==> config.mk <==
export PLATFORM = sky130hd
export DESIGN_NAME = oric_ram_arbiter
export DESIGN_NICKNAME = d
export VERILOG_FILES = /design/src/rtl/oric_mem_pkg.sv /design/src/rtl/ram_wr_fifo.sv /design/src/rtl/oric_ram_arbiter.sv
export SDC_FILE = /design/constraint.sdc
export NUM_CORES = 1
export LEC_CHECK = 0
export BUFFER_PORTS_ARGS = -buffer_cell sky130_fd_sc_hd__buf_2
export CAP_MARGIN = 5
export CORE_UTILIZATION = 50
export DETAILED_ROUTE_END_ITERATION = 10
export GPL_ROUTABILITY_DRIVEN = 0
export GPL_TIMING_DRIVEN = 1
export PLACE_DENSITY_LB_ADDON = 0.2
export SLEW_MARGIN = 20
export SYNTH_ARGS = -nofsm -noshare
export SYNTH_HDL_FRONTEND = slang
export SYNTH_SLANG_ARGS = --single-unit
==> constraint.sdc <==
create_clock -name clk_sys -period 2.5 [get_ports clk_sys]
set_clock_uncertainty 0.15 [all_clocks]
set_input_delay 0.25 -clock clk_sys [delete_from_list [all_inputs] [get_ports clk_sys]]
set_output_delay 0.25 -clock clk_sys [all_outputs]
set_load 0.03 [all_outputs]
==> src/rtl/oric_mem_pkg.sv <==
// Shared types and defaults for the Oric system RAM path.
package oric_mem_pkg;

    localparam int unsigned ORIC_ADDR_W = 16;
    localparam int unsigned ORIC_DATA_W = 8;
    localparam logic [7:0]  ORIC_FILL   = 8'hFF;

    typedef logic [ORIC_ADDR_W-1:0] addr_t;
    typedef logic [ORIC_DATA_W-1:0] data_t;

    typedef enum logic {
        ST_CLEAR = 1'b0,
        ST_RUN   = 1'b1
    } arb_state_t;

    typedef struct packed {
        addr_t addr;
        data_t data;
    } ld_entry_t;

endpackage

==> src/rtl/ram_wr_fifo.sv <==
// Small synchronous FIFO buffering loader writes until the RAM port is free.
module ram_wr_fifo
    import oric_mem_pkg::*;
#(
    parameter type         entry_t = ld_entry_t,
    parameter int unsigned DEPTH   = 4
) (
    input  logic   clk_sys,
    input  logic   flush,
    input  logic   push,
    input  entry_t push_data,
    input  logic   pop,
    output logic   full,
    output logic   empty,
    output entry_t head
);

    localparam int unsigned PTR_W = $clog2(DEPTH);

    entry_t             store [DEPTH];
    logic [PTR_W-1:0]   wr_ptr;
    logic [PTR_W-1:0]   rd_ptr;
    logic [PTR_W:0]     count;
    logic               do_push;
    logic               do_pop;

    assign do_push = push && !full;
    assign do_pop  = pop && !empty;
    assign full    = (count == (PTR_W+1)'(DEPTH));
    assign empty   = (count == '0);
    assign head    = store[rd_ptr];

    // Entry storage; contents need no reset because count gates visibility.
    always_ff @(posedge clk_sys) begin
        if (do_push) begin
            store[wr_ptr] <= push_data;
        end
    end

    // Pointers wrap naturally at the power-of-two depth; flush drops everything.
    always_ff @(posedge clk_sys) begin
        if (flush) begin
            wr_ptr <= '0;
            rd_ptr <= '0;
            count  <= '0;
        end else begin
            if (do_push) begin
                wr_ptr <= wr_ptr + PTR_W'(1);
            end
            if (do_pop) begin
                rd_ptr <= rd_ptr + PTR_W'(1);
            end
            case ({do_push, do_pop})
                2'b10:   count <= count + (PTR_W+1)'(1);
                2'b01:   count <= count - (PTR_W+1)'(1);
                default: count <= count;
            endcase
        end
    end

endmodule

==> src/rtl/oric_ram_arbiter.sv <==
// Arbitrates the single-port system RAM between the core, the ioctl loader
// and the post-reset clear sweep. Core accesses pass straight through.
module oric_ram_arbiter
    import oric_mem_pkg::*;
#(
    parameter int unsigned       ADDR_W     = ORIC_ADDR_W,
    parameter int unsigned       DATA_W     = ORIC_DATA_W,
    parameter logic [DATA_W-1:0] FILL       = DATA_W'(ORIC_FILL),
    parameter int unsigned       FIFO_DEPTH = 4
) (
    input  logic              clk_sys,
    input  logic              reset,
    input  logic              clr_start,
    output logic              clr_busy,
    input  logic [ADDR_W-1:0] core_addr,
    input  logic [DATA_W-1:0] core_din,
    input  logic              core_cs,
    input  logic              core_we,
    output logic [DATA_W-1:0] core_q,
    input  logic              ld_valid,
    output logic              ld_ready,
    input  logic [ADDR_W-1:0] ld_addr,
    input  logic [DATA_W-1:0] ld_data,
    output logic              ld_empty,
    output logic [ADDR_W-1:0] mem_addr,
    output logic [DATA_W-1:0] mem_din,
    output logic              mem_we,
    input  logic [DATA_W-1:0] mem_q
);

    typedef struct packed {
        logic [ADDR_W-1:0] addr;
        logic [DATA_W-1:0] data;
    } entry_t;

    arb_state_t        state;
    logic [ADDR_W:0]   sweep_cnt;
    logic              sweep_last;
    logic              restart;
    logic              fifo_full;
    logic              fifo_empty;
    logic              fifo_push;
    logic              fifo_pop;
    entry_t            fifo_head;
    entry_t            ld_entry;

    assign restart    = reset || clr_start;
    assign sweep_last = &sweep_cnt[ADDR_W-1:0];

    assign ld_entry   = '{addr: ld_addr, data: ld_data};
    assign ld_ready   = !reset && (state == ST_RUN) && !fifo_full;
    assign fifo_push  = ld_valid && ld_ready;
    assign fifo_pop   = (state == ST_RUN) && !core_cs && !fifo_empty && !restart;

    assign clr_busy   = reset || (state == ST_CLEAR);
    assign ld_empty   = reset || fifo_empty;
    assign core_q     = mem_q;

    // Sweep counter and state; the counter MSB marks a finished sweep and
    // blocks any further increment should ST_CLEAR ever be reached with it set.
    always_ff @(posedge clk_sys) begin
        if (restart) begin
            state     <= ST_CLEAR;
            sweep_cnt <= '0;
        end else if (state == ST_CLEAR && !sweep_cnt[ADDR_W]) begin
            sweep_cnt <= sweep_cnt + (ADDR_W+1)'(1);
            if (sweep_last) begin
                state <= ST_RUN;
            end
        end
    end

    ram_wr_fifo #(
        .entry_t (entry_t),
        .DEPTH   (FIFO_DEPTH)
    ) u_fifo (
        .clk_sys   (clk_sys),
        .flush     (restart),
        .push      (fifo_push),
        .push_data (ld_entry),
        .pop       (fifo_pop),
        .full      (fifo_full),
        .empty     (fifo_empty),
        .head      (fifo_head)
    );

    // RAM port mux: reset, clear sweep, core, then buffered loader writes.
    // A clr_start cycle never drains the FIFO, so flushed bytes cannot leak.
    always_comb begin
        mem_we   = 1'b0;
        mem_addr = core_addr;
        mem_din  = core_din;
        if (reset) begin
            mem_addr = '0;
            mem_din  = FILL;
        end else if (state == ST_CLEAR) begin
            mem_we   = 1'b1;
            mem_addr = sweep_cnt[ADDR_W-1:0];
            mem_din  = FILL;
        end else if (core_cs) begin
            mem_we   = core_we;
        end else if (fifo_pop) begin
            mem_we   = 1'b1;
            mem_addr = fifo_head.addr;
            mem_din  = fifo_head.data;
        end
    end

endmodule

* After elaboration in Yosys (flattened, before gate mapping) *
Memory sizes are Yosys's and may differ from the RTL's. A register that Yosys moved wholly into a read port is not among the register bits.
Cells that the tools add are included.

word-level totals
  memory bits (writable) = 96
  bits in latches = 0
  register bits after elaboration = 25
  memories kept = 1
  word-level logic and storage cells = 53
  bits in read-only memories = 0

memory list
  name          depth  bits a word  rd ports  clocked after memory_dff  write ports  RTL line           source
  u_fifo.store  4      24           1         1                         1            ram_wr_fifo.sv:20  entry_t store [DEPTH];

cells by class
  shift-type cells = 0
  mux-type cells = 17
  equal/unequal tests = 3
  $lt $le $gt $ge = 0
  bitwise operators = 1
  divide/modulo/power cells = 0
  reduce and logical (&&, ||, !) cells = 21
  multipliers = 0
  add/subtract/negate cells = 5

operator list
  cell                                                  count
  2-to-1 mux 16 bit                                     4
  2-to-1 mux 8 bit                                      4
  adder 17 x 1 -> 17 bit (second input constant)        1
  AND reduction 17 bit                                  1
  logical AND 1 bit                                     9
  logical NOT 1 bit                                     6
  2-to-1 mux 1 bit                                      6
  case mux 3 bit (2 select lines)                       1
  adder 2 x 1 -> 2 bit (second input constant)          2
  2-to-1 mux 2 bit                                      2
  adder 3 x 1 -> 3 bit (second input constant)          1
  equality test 3 bit (second input constant)           1
  logical NOT 3 bit                                     1
  logical OR 1 bit                                      3
  subtractor 3 x 1 -> 3 bit (second input constant)     1
  equality test 2 x 1 -> 1 bit (second input constant)  1
  equality test 2 bit (second input constant)           1
  nonzero test 2 bit                                    1
  NOT 1 bit                                             1

* Logic depth before layout (Yosys ltp) *
  depth in word-level cells = 8
  mapped depth = 11
  depth with buffers taken out = 10

* Modules after synthesis *
From an unflattened synthesis, not the netlist that was laid out.

second synthesis, totals
  cells, all modules = 391
  area, all modules = 5437.7 µm²

by module, submodules not included
  module            cells each  area an instance (µm²)  seq. area each (µm²)  times used
  ram_wr_fifo       180         3978.8                  3062.9                1
  oric_ram_arbiter  211         1458.9                  360.3                 1

* Worst setup path before layout *
No wires, ideal clock.

  kind = register to output
  start point = register u_fifo.count[2]
  end point = output port mem_addr[10]
  path slack = -0.098 ns
  buffers on the path = 1
  arrival time = 2.198 ns
  cell stages (with the launch flop) = 7
  path through = dfxtp_1 > nor3_1 > nand3b_1 > clkinv_1 > clkbuf_1 > nor3b_1 > nor4_1

on the way
  longest elaborated chain between the ends = 8

RTL lines
  element                          RTL line                 source
  start, declared                  ram_wr_fifo.sv:23        logic [PTR_W:0] count;
  start signal, assigned           ram_wr_fifo.sv:54        2'b10: count <= count + (PTR_W+1)'(1);
  start signal, assigned           ram_wr_fifo.sv:55        2'b01: count <= count - (PTR_W+1)'(1);
  start signal, assigned           ram_wr_fifo.sv:56        default: count <= count;
  logical NOT 3 bit                ram_wr_fifo.sv:30        assign empty = (count == '0);
  logical NOT 1 bit                oric_ram_arbiter.sv:53   assign fifo_pop = (state == ST_RUN) && !core_cs && !fifo_empty && !restart;
  logical AND 1 bit (2 in series)  oric_ram_arbiter.sv:53
  2-to-1 mux 16 bit                oric_ram_arbiter.sv:102  end else if (fifo_pop) begin
  2-to-1 mux 16 bit                oric_ram_arbiter.sv:100  end else if (core_cs) begin
  2-to-1 mux 16 bit                oric_ram_arbiter.sv:96   end else if (state == ST_CLEAR) begin
  2-to-1 mux 16 bit                oric_ram_arbiter.sv:93   if (reset) begin
  end, declared                    oric_ram_arbiter.sv:25   output logic [ADDR_W-1:0] mem_addr,

No other way between the ends.

* Final worst setup path *
  start point = register u_fifo.count[2]
  end point = output port mem_addr[6]

The elaborated chain is that of the path after synthesis.

==> results.py <==
metrics = {
    "timing": {
        "setup_viol": 2,
        "period_share_pct": 101,
        "rsz0062_at_grt": "true",
        "worstMarginPinSlew_ps": 522,
        "maxSlewViolCount": 0,
        "clock.fmax_mhz": 396,
        "tns_ps": -25.3,
        "slew_headroom_pct": 65.2,
        "fin_ws_ps": -24.0,
        "period_minus_slack_ps": 2520,
        "hold_violations": 0,
    },
    "die": {
        "die_h_um": 105,
        "row_count": 37,
        "die_w_um": 105,
        "dieArea_um2": 11100,
        "coreArea_um2": 10300,
        "initial_core_util_pct": 51.7,
        "io_pins": 98,
    },
    "clocking": {
        "clk_pin_slew_ps": 60,
        "clockBufferDepth": 2,
        "tritoncts": "yes",
        "htreeDepth": 4,
        "clk_latency_ps": 520,
        "cts_sinks": 123,
        "numCtsBuffers": 17,
        "cts_root_buffer": "clkbuf_8",
    },
    "synthesis": {
        "syn_nets": 452,
        "ys_warn_count": 0,
        "synth_enable_flop_cells": 96,
        "netlist_area_um2": 5340,
        "synth.area.top_cells": "edfxtp_1 54%, dfxtp_1 10%, mux4_2 10%, nor2_1 3.8%, nor3b_1 2.4%",
        "synth_cells": 383,
        "synth_cell_type_count": 45,
        "async_reset_ff_share_pct": 0,
        "synth_largest_area_cell": "edfxtp_1",
        "ys_dominant_reg_cell": "edfxtp_1",
        "synth-seq-cells": 123,
        "avgSynthCellArea_um2": 13.9,
        "yosysSeqAreaShare_pct": 64.2,
        "synth_top_area_share_pct": 54.0,
    },
    "global_route": {
        "grt_pass1_wl_um": 18300,
        "grt_pass1_vias": 3552,
        "track_usage_pct": 22.5,
        "overflow": 0,
        "antenna_found_initial": 0,
        "grt_max_degree": 38,
    },
    "power_and_ir_drop": {
        "power_density_nw_per_um2": 632,
        "p_leak_uw": 0.00246,
        "power_uw": 4530,
        "ir_drop_mv": 0.584,
    },
    "final_layout": {
        "regArea_um2": 3430,
        "multi_input_area_um2": 1940,
        "fin_util_pct": 69.4,
        "area_delta_synth_final_pct": 34.3,
        "final_area_um2": 7160,
        "drive_above_1_share_pct": 42.2,
        "n_fill_cell": 717,
        "insertedDiodeCount": 0,
        "fin_nets": 577,
    },
    "status": {
        "status": "complete, but fails checks",
        "violations": "negative setup slack",
    },
    "min_path": {
        "hp-class": "in2reg",
    },
    "place": {
        "place_area_um2": 5990,
        "dpl.hpwl_um": 7130,
        "io_buffers": 81,
    },
    "worst_setup_path": {
        "critPathMaxStageDelay_ps": 370,
        "path_cells": "nor3_4, nand3b_1, inv_4, buf_6, buf_12, nor3b_2, nor4_2, buf_4",
        "crit_slowest_cell": "dfxtp_4",
        "cp-start-kind": "flop",
        "worstPathMaxFanout": 5,
        "cp.required_ps": 2100,
        "path_class": "reg2out",
        "worstPathArrival_ps": 2120,
        "crit_path_end_kind": "output pin",
    },
    "drt": {
        "drtIter0Drc": 211,
        "antenna_left": 0,
        "wire_per_inst_um": 18.3,
        "firstDrtPassIters": 4,
        "via_count": 3608,
        "route.detailed.drc": 0,
        "viasPerCell": 5.49,
        "wl_um": 12000,
    },
    "flow_run": {
        "cap_violations": 0,
    },
}
## where the power goes
part / leakage, µW / internal (µW) / switching (µW)
Sequential: 0.00108 / 2200 / 1.87
Combinational: 0.00112 / 64.5 / 64.0
Clock: 0.000257 / 1310 / 889
Total: 0.00246 / 3580 / 955
## synthesized netlist by cell type (2+ instances only)
cell / number
dfxtp_1: 27
buf_2: 5
clkbuf_2: 2
ha_1: 6
xor2_1: 5
o21ai_0: 6
buf_6: 2
xnor2_1: 9
edfxtp_1: 96
buf_4: 8
a31oi_1: 3
nand4_1: 2
clkbuf_1: 12
nor3_1: 3
nor2_1: 54
nor4_1: 16
inv_1: 10
a21oi_1: 8
nor3b_1: 17
or2_2: 2
mux4_2: 24
o31ai_1: 2
nand2_1: 26
nand3_1: 10
and2_1: 4
or3_1: 5
## worst paths after layout
check	startpoint	to	slack, ps	depth (start not counted)
worst min register to register	sweep_cnt[13]	sweep_cnt[13]	360	2
worst min-delay path	ld_valid	u_fifo.wr_ptr[0]	140	6
worst max register to register	u_fifo.count[2]	u_fifo.count[2]	100	11
worst max-delay path	u_fifo.count[2]	mem_addr[6]	-20	8
## cell type report
cell class | instances | share of cell area (%)
timing repair buffer | 136 | 14.4
tap | 136 | 2.38
clock inverter | 15 | 1.76
sequential | 123 | 47.9
clock buffer | 17 | 5.78
inverter | 11 | 0.611
multi-input combinational | 219 | 27.1
## stage by stage
| stage | std cells | setup WS [ps] | hold slack (ps) |
|---|---|---|---|
| floorplan | 383 | 35.9 | 199 |
| global placement | 588 | 327 | 312 |
| detailed placement | 588 | 237 | 317 |
| CTS | 653 | -4.16 | 126 |
| global route | 657 | -85.2 | 159 |
| finish | 657 | -24.0 | 144 |
## cell usage in the layout, fill, tap and decap left out, drive strengths merged, types with 8 or more instances in the layout
cell type / count
edfxtp: 96
nor3b: 17
xnor2: 9
inv: 13
clkinv: 9
mux4: 24
nand2: 27
dfxtp: 27
clkbuf: 20
nor4: 17
a21oi: 8
nor2: 54
dlygate4sd3: 25
nand3: 10
buf: 108
## worst max-delay path: cells and delay by family (launching register included)
family,cells,cell delay (ps)
buffers and inverters,4,620
AND/OR/NAND/NOR,4,610
flip-flops,1,370
## cell families (layout without fill, tap and decap cells)
family | count (synthesis) | in the layout | share of synthesized area (%)
fa+ha+maj | 7 | 7 | 1.78
mux | 25 | 25 | 10.3
flops | 123 | 123 | 64.1
compound gates | 22 | 22 | 2.58
simple gates | 151 | 151 | 15.0
buf+inv | 41 | 179 | 3.89
xor+xnor | 14 | 14 | 2.30
## layer usage
metal,share of wire (%),up-vias,GRT usage [%]
met5,0,-,0
met1,43,1794,29.1
met3,5.3,23,6.18
li1,-,1677,-
met4,1.8,0,9.66
met2,49,114,35.9
## flip-flops by register name (all words and copies together), names as in the netlist, named ones only
register and cells:
u_fifo.store 96, sweep_cnt 17, u_fifo.count 3, u_fifo.rd_ptr 2, u_fifo.wr_ptr 2, state 1
## what timing repair did
action | 4_1_cts | 5_1_grt
gates cloned | 2 | 2
pin swaps | 3 | 15
setup endpoints to repair | 16 | 25
resized for setup | 46 | 28
setup buffers | 6 | 6
hold endpoints to repair | 98 | 0
hold buffers | 25 | 0
(Power assumes the default switching activity.)
